==> src/rtl/tail_light_monitor.sv <==
// Passive checker for the turn-signal tail-light bus: decodes direction/phase,
// counts completed sweeps, and flags illegal, out-of-order, dwell and request errors.
module tail_light_monitor #(
    parameter int unsigned DWELL = 1,
    parameter int unsigned CNT_W = 8
) (
    input  logic             Clk,
    input  logic             Reset,
    input  logic [5:0]       lights,
    input  logic             left,
    input  logic             right,
    output logic [1:0]       dir,
    output logic [1:0]       phase,
    output logic [CNT_W-1:0] left_cycles,
    output logic [CNT_W-1:0] right_cycles,
    output logic             seq_error,
    output logic [2:0]       err_code,
    output logic [CNT_W-1:0] err_count
);

    typedef enum logic [2:0] {
        S_IDLE, S_L1, S_L2, S_L3, S_R1, S_R2, S_R3
    } state_t;

    localparam logic [3:0] W_DWELL = DWELL[3:0];

    state_t           r_state, w_next, w_enc;
    logic [3:0]       r_cnt, w_cnt_nxt;
    logic [CNT_W-1:0] r_left_cycles, r_right_cycles, r_err_count;
    logic             r_seq_error;
    logic [2:0]       r_err_code;

    logic             w_legal;
    logic [5:0]       w_cur_pat, w_exp_pat;
    logic             w_err;
    logic [2:0]       w_code;
    logic             w_inc_l, w_inc_r;

    // Pattern decode: which state the sampled lamps encode, if any.
    always_comb begin
        w_legal = 1'b1;
        w_enc   = S_IDLE;
        case (lights)
            6'b000000: w_enc = S_IDLE;
            6'b001000: w_enc = S_L1;
            6'b011000: w_enc = S_L2;
            6'b111000: w_enc = S_L3;
            6'b000100: w_enc = S_R1;
            6'b000110: w_enc = S_R2;
            6'b000111: w_enc = S_R3;
            default:   w_legal = 1'b0;
        endcase
    end

    always_comb begin
        w_cur_pat = 6'b000000;
        w_exp_pat = 6'b000000;
        dir       = 2'b00;
        phase     = 2'd0;
        case (r_state)
            S_L1: begin w_cur_pat = 6'b001000; w_exp_pat = 6'b011000; dir = 2'b01; phase = 2'd1; end
            S_L2: begin w_cur_pat = 6'b011000; w_exp_pat = 6'b111000; dir = 2'b01; phase = 2'd2; end
            S_L3: begin w_cur_pat = 6'b111000; w_exp_pat = 6'b000000; dir = 2'b01; phase = 2'd3; end
            S_R1: begin w_cur_pat = 6'b000100; w_exp_pat = 6'b000110; dir = 2'b10; phase = 2'd1; end
            S_R2: begin w_cur_pat = 6'b000110; w_exp_pat = 6'b000111; dir = 2'b10; phase = 2'd2; end
            S_R3: begin w_cur_pat = 6'b000111; w_exp_pat = 6'b000000; dir = 2'b10; phase = 2'd3; end
            default: ;
        endcase
    end

    // Next state; every error path resyncs to whatever the lamps encode.
    always_comb begin
        w_next    = r_state;
        w_cnt_nxt = r_cnt;
        w_err     = 1'b0;
        w_code    = 3'b000;
        w_inc_l   = 1'b0;
        w_inc_r   = 1'b0;
        if (!w_legal) begin
            w_err     = 1'b1;
            w_code    = 3'b001;
            w_next    = S_IDLE;
            w_cnt_nxt = 4'd0;
        end else if (r_state == S_IDLE) begin
            if (w_enc != S_IDLE) begin
                w_next    = w_enc;
                w_cnt_nxt = 4'd1;
                if (w_enc != S_L1 && w_enc != S_R1) begin
                    w_err  = 1'b1;
                    w_code = 3'b010;
                end else if ((w_enc == S_L1 && !left) || (w_enc == S_R1 && !right)) begin
                    w_err  = 1'b1;
                    w_code = 3'b100;
                end
            end
        end else if (lights == w_cur_pat) begin
            if (r_cnt == W_DWELL) begin
                w_err     = 1'b1;
                w_code    = 3'b011;
                w_cnt_nxt = 4'd1;
            end else begin
                w_cnt_nxt = r_cnt + 4'd1;
            end
        end else begin
            w_next    = w_enc;
            w_cnt_nxt = (w_enc == S_IDLE) ? 4'd0 : 4'd1;
            if (lights != w_exp_pat) begin
                w_err  = 1'b1;
                w_code = 3'b010;
            end else if (r_cnt != W_DWELL) begin
                w_err  = 1'b1;
                w_code = 3'b011;
            end else begin
                w_inc_l = (r_state == S_L3);
                w_inc_r = (r_state == S_R3);
            end
        end
    end

    always_ff @(posedge Clk or negedge Reset) begin
        if (!Reset) begin
            r_state        <= S_IDLE;
            r_cnt          <= '0;
            r_left_cycles  <= '0;
            r_right_cycles <= '0;
            r_err_count    <= '0;
            r_seq_error    <= 1'b0;
            r_err_code     <= '0;
        end else begin
            r_state     <= w_next;
            r_cnt       <= w_cnt_nxt;
            r_seq_error <= w_err;
            if (w_inc_l) r_left_cycles  <= r_left_cycles + CNT_W'(1);
            if (w_inc_r) r_right_cycles <= r_right_cycles + CNT_W'(1);
            if (w_err) begin
                r_err_code <= w_code;
                if (r_err_count != '1) r_err_count <= r_err_count + CNT_W'(1);
            end
        end
    end

    assign left_cycles  = r_left_cycles;
    assign right_cycles = r_right_cycles;
    assign err_count    = r_err_count;
    assign seq_error    = r_seq_error;
    assign err_code     = r_err_code;

endmodule

==> config.mk <==
export PLATFORM = sky130hd
export DESIGN_NAME = tail_light_monitor
export DESIGN_NICKNAME = d
export VERILOG_FILES = /design/src/rtl/tail_light_monitor.sv
export SDC_FILE = /design/constraint.sdc
export NUM_CORES = 1
export LEC_CHECK = 0
export BUFFER_PORTS_ARGS = -buffer_cell sky130_fd_sc_hd__buf_4
export CAP_MARGIN = 20
export CORE_MARGIN = 5
export CORE_UTILIZATION = 25
export CTS_CLUSTER_DIAMETER = 60
export DETAILED_ROUTE_END_ITERATION = 7
export SYNTH_ARGS = -nofsm -noshare
export SYNTH_HDL_FRONTEND = slang
export SYNTH_SLANG_ARGS = --single-unit
==> constraint.sdc <==
create_clock -name Clk -period 2.98 [get_ports Clk]
set_input_delay 0 -clock Clk [delete_from_list [all_inputs] [get_ports Clk]]
set_output_delay 0 -clock Clk [all_outputs]
set_load 0.03 [all_outputs]
Word-level counts from Yosys, hierarchy flattened
Cells that the tools add are included.
{"block": "op_classes", "addsub": 4, "n_eq_ne": 23, "mux": 44, "reduce_logical": 18}
{"operator": "$pmux W6 S6", "n": 1}
{"operator": "$mux W3", "n": 10}
{"operator": "$add A8 B1 Y8 const B", "n": 3}
{"operator": "$pmux W6 S4", "n": 1}
{"operator": "$mux W1", "n": 21}
{"operator": "$mux W4", "n": 5}
{"operator": "$eq A6 B3 Y1 const B", "n": 3}
{"operator": "$pmux W3 S6", "n": 1}
{"operator": "$eq A3 B3 Y1 const B", "n": 4}
{"operator": "$ne A8 B8 Y1 const B", "n": 1}
{"operator": "$reduce_or A7 Y1", "n": 1}
{"operator": "$eq A3 B1 Y1 const B", "n": 2}
{"operator": "$eq A3 B2 Y1 const B", "n": 2}
{"operator": "$eq A6 B4 Y1 const B", "n": 1}
{"operator": "$eq A6 B5 Y1 const B", "n": 1}
{"operator": "$eq A6 B6 Y1", "n": 1}
{"operator": "$eq A6 B6 Y1 const B", "n": 1}
{"operator": "$logic_not A3 Y1", "n": 2}
{"operator": "$logic_not A6 Y1", "n": 1}
{"operator": "$mux W2", "n": 3}
{"operator": "$ne A3 B3 Y1 const B", "n": 2}
{"operator": "$ne A6 B6 Y1", "n": 1}
{"operator": "$pmux W2 S3", "n": 1}
{"operator": "$reduce_or A2 Y1", "n": 3}
{"operator": "12 further kinds", "n": 17}
{"block": "word_totals", "reg_bits": 35, "inputBits": 10, "output_inout_bits": 32, "word_cells": 96}

Logic depth before layout (Yosys ltp)
{"block": "depth", "depth_word": 11, "ltp_mapped": 10, "ltp_nobuf": 8}

Worst setup path after synthesis
OpenSTA, ideal clock, no wires.
{"block": "synth_timing", "kind": "register -> register", "start": "reg r_state[1]", "end": "reg r_err_count[1], in the netlist err_count[1]", "setup_time_ps": 125, "arrival_ps": 2093, "setup_slack_ps": 762, "path_stages_with_launch": 9, "n_path_buf": 1, "period_less_slack_ps": 2218, "path_cell_list": "dfrtp_1 buf_4 or3b_1 a21bo_1 a32oi_4 a2111oi_1 o31ai_2 and2_4 mux2_4"}
{"block": "synth_via", "elab_chain_len": 8, "word_cells_on_any_way": 16}
{"item": "start, declared", "line": "27", "source": "state_t r_state, w_next, w_enc;"}
{"item": "start signal, assigned", "line": "130", "source": "r_state <= w_next;"}
{"item": "$eq A3 B3 Y1 (tied with other cells)", "line": "60", "source": "case (r_state)"}
{"item": "$pmux W6 S4", "line": "60"}
{"item": "$ne A6 B6 Y1", "line": "107", "source": "if (lights != w_exp_pat) begin"}
{"item": "$mux W1", "line": "107"}
{"item": "$mux W1", "line": "96", "source": "end else if (lights == w_cur_pat) begin"}
{"item": "$mux W1 (*)", "line": "84", "source": "end else if (r_state == S_IDLE) begin"}
{"item": "$mux W1 (*)", "line": "79", "source": "if (!w_legal) begin"}
{"item": "$reduce_and A2 Y1 (no line) (*)"}
{"item": "end signal, assigned", "line": "137", "source": "if (r_err_count != '1) r_err_count <= r_err_count + CNT_W'(1);"}
{"item": "end, declared", "line": "29", "source": "logic [CNT_W-1:0] r_left_cycles, r_right_cycles, r_err_count;"}
Mark *: on every way between the ends. The rest lies on a longest branch, timed or not.
A chain may end at the register's enable or synchronous reset.

Worst setup path after layout
{"block": "layout_timing", "start": "reg r_state[2]", "end": "reg r_err_count[5], in the netlist err_count[5]"}
The elaborated chain is that of the path after synthesis.

==> flow_summary.json <==
{
  "drtPass1Iterations": 5,
  "syn_area_sq_um": 2320,
  "grt_pass1_wl_microns": 8630,
  "die_h_microns": 106,
  "dpl-instance-area_sq_um": 2680,
  "synthSimpleGateAreaFrac_pct": 24.7,
  "finish.utilization_pct": 30.8,
  "synth_edf_count": 0,
  "worstPathMaxFanout": 21,
  "worst-setup-path-type": "flip-flop to flip-flop",
  "p_per_area_nw_per_um2": 547,
  "max_freq_mhz": 380,
  "place_hpwl_microns": 3730,
  "hp-class": "input port to flip-flop",
  "ys_ff_latch": 35,
  "async_flop_share_pct": 100,
  "cts_root_buffer": "clkbuf_8",
  "final_cell_mix": "buf_4, dfrtp_1, nand2_1",
  "yosysWarnings": 0,
  "cp_data_required_time_ns": 3.16,
  "hold_violations": 0,
  "relSlewSlack_pct": 62.6,
  "num_antenna_cells": 0,
  "slew_violations": 0,
  "clk_pin_slew_ns": 0.07,
  "status": "finished clean",
  "grt_pass1_vias": 1748,
  "multi_input_area_sq_um": 1310,
  "portBuffers": 41,
  "fillerInstances": 911,
  "pin_count": 42,
  "dieArea_sq_um": 11300,
  "fin_setup_tns_ns": 0,
  "synth_cell_types": 62,
  "fin_area_sq_um": 2820,
  "die_x_microns": 106,
  "routedWlPerCell_microns": 12.9,
  "synth_compound_area_share_pct": 17.3,
  "drive_above_1_share_pct": 27.9,
  "ir_drop_mv": 0.288,
  "area_growth_pct": 21.6,
  "routed_wirelength_microns": 4940,
  "syn-num-nets": 247,
  "synth_top_family_by_area": "simple AND/OR/NAND/NOR gates",
  "syn_avg_cell_area_sq_um": 9.98,
  "cp_data_arrival_time_ns": 2.81,
  "routabilityCongestion": 0.789,
  "finalSetupViolations": 0,
  "final_common_cell": "buf_4",
  "synth_xor_area_share_pct": 9.67,
  "syn-instance-count": 232,
  "synth_ff_type": "dfrtp_1",
  "drc": 0,
  "crit_path_end_kind": "flip-flop",
  "finalCritPeriodShare_pct": 88.3,
  "worstSetupStartpointType": "flip-flop",
  "clkSinkCount": 35,
  "grt_max_degree": 36,
  "grt-ovfl-total": 0,
  "avgViaCountPerCell": 4.76,
  "insertion_delay_ns": 0.29,
  "fin_skew_ns": 0.00436,
  "synthMuxAreaShare_pct": 2.05,
  "core_area_sq_um": 9150,
  "final_nets": 286,
  "tightest_slew_ns": 0.561,
  "power_leakage_nw": 1.23,
  "num_vias": 1822,
  "rsz0062_at_grt": "false",
  "drv_cap": 0,
  "cts.path.max_buffers": 2,
  "antenna_found_initial": 0,
  "regArea_sq_um": 876,
  "hold_slack_ns": 0.119,
  "fin_crit_ns": 2.63,
  "cts_buffers": 5,
  "groute.usage.overall_pct": 9.33,
  "rows": 35,
  "yosysSeqAreaShare_pct": 37.8,
  "h-tree-depth": 2,
  "yosys.area_share.adder_pct": 2.70,
  "initial_core_util_pct": 25.3,
  "tritoncts": "done",
  "drt_iter0_drc": 153,
  "final_antenna_net_count": 0
}
[critical path, cell delays in order, from the launching register on]
cell	delay, ns
dfrtp_1	0.58
nand2b_1	0.24
a221o_1	0.36
o21ai_1	0.35
a2111oi_1	0.18
o31ai_2	0.27
buf_4	0.27
nand3_2	0.11
xnor2_2	0.14
[worst paths after layout]
check / from / to / slack [ns] / cells past startpoint
max: r_state[2]$_DFFE_PN0P_ / err_count[5]$_DFFE_PN0P_ / 0.35 / 8
min: lights[3] / r_state[0]$_DFFE_PN0P_ / 0.12 / 3
max reg2reg: r_state[2]$_DFFE_PN0P_ / err_count[5]$_DFFE_PN0P_ / 0.35 / 8
min reg2reg: right_cycles[7]$_DFFE_PN0P_ / right_cycles[7]$_DFFE_PN0P_ / 0.47 / 1
max in group asynchronous: Reset / err_count[7]$_DFFE_PN0P_ / 2.47 / 2
min in group asynchronous: Reset / right_cycles[6]$_DFFE_PN0P_ / 0.19 / 2
[report_power, final]
| part | switching (mW) | internal, mW | leakage, nW | total (mW) |
|---|---|---|---|---|
| sequential | 0.0906 | 0.533 | 0.463 | 0.623 |
| clock | 0.173 | 0.271 | 0.0612 | 0.444 |
| combinational | 0.257 | 0.216 | 0.702 | 0.473 |
| total | 0.521 | 1.02 | 1.23 | 1.54 |
[area by class of cell]
type	instances	share of cell area, %
multi-input cells	176	46.4
flip-flops and latches	35	31.1
repair buffers	46	12.4
well taps	111	4.93
clock buffers	6	2.93
clock inverters	2	1.24
inverters	7	0.933
[per-layer routing]
layer / track usage [%] / wire length [microns] / up-vias
met1: 12.3 / 2310 / 873
met3: 2.91 / 253 / 8
met5: 0 / 0 / -
li1: - / - / 906
met2: 14.4 / 2300 / 35
met4: 3.33 / 76 / 0
[kinds of logic after synthesis]
| logic type | after synthesis |
|---|---|
| and+or+nand+nor | 97 |
| buffers and inverters | 21 |
| DFF | 35 |
| AOI/OAI and AO/OA | 47 |
| muxes | 4 |
| adders and majority gates | 5 |
| xor gates and xnor gates | 23 |
[sequential cells by signal, indices dropped and copies added, names as in the netlist]
| signal | flops |
|---|---|
| err_count | 8 |
| left_cycles | 8 |
| right_cycles | 8 |
| r_cnt | 4 |
| err_code | 3 |
| r_state | 3 |
| seq_error | 1 |
[Yosys cell counts (5+ instances only)]
cell,count,area [sq um]
dfrtp_1,35,876
nand2_1,19,71.3
xor2_1,6,52.6
inv_1,7,26.3
nand3_1,7,35.0
nand4_1,8,50.1
buf_4,5,37.5
a21oi_1,7,35.0
nor2_1,18,67.6
xnor2_1,14,123
and3_1,7,43.8
o21ai_1,7,35.0
nand2b_1,5,31.3
ha_1,5,62.6
[metrics by stage]
stage               setup WS, ns  std cells  total power [mW]
CTS                        0.326        383              1.56
floorplan                  0.762        232             0.953
global placement           0.369        373              1.10
global route               0.213        383              1.62
detailed placement         0.335        373              1.11
finish                     0.348        383              1.54
[what timing repair did]
item / CTS / global route
hold endpoints to repair: 36 / 0
setup endpoints to repair: 0 / 0
gates resized for setup: 0 / 0
setup buffers: 0 / 0
hold buffers: 2 / 0
Note: power is estimated with default switching activity, not from simulation.
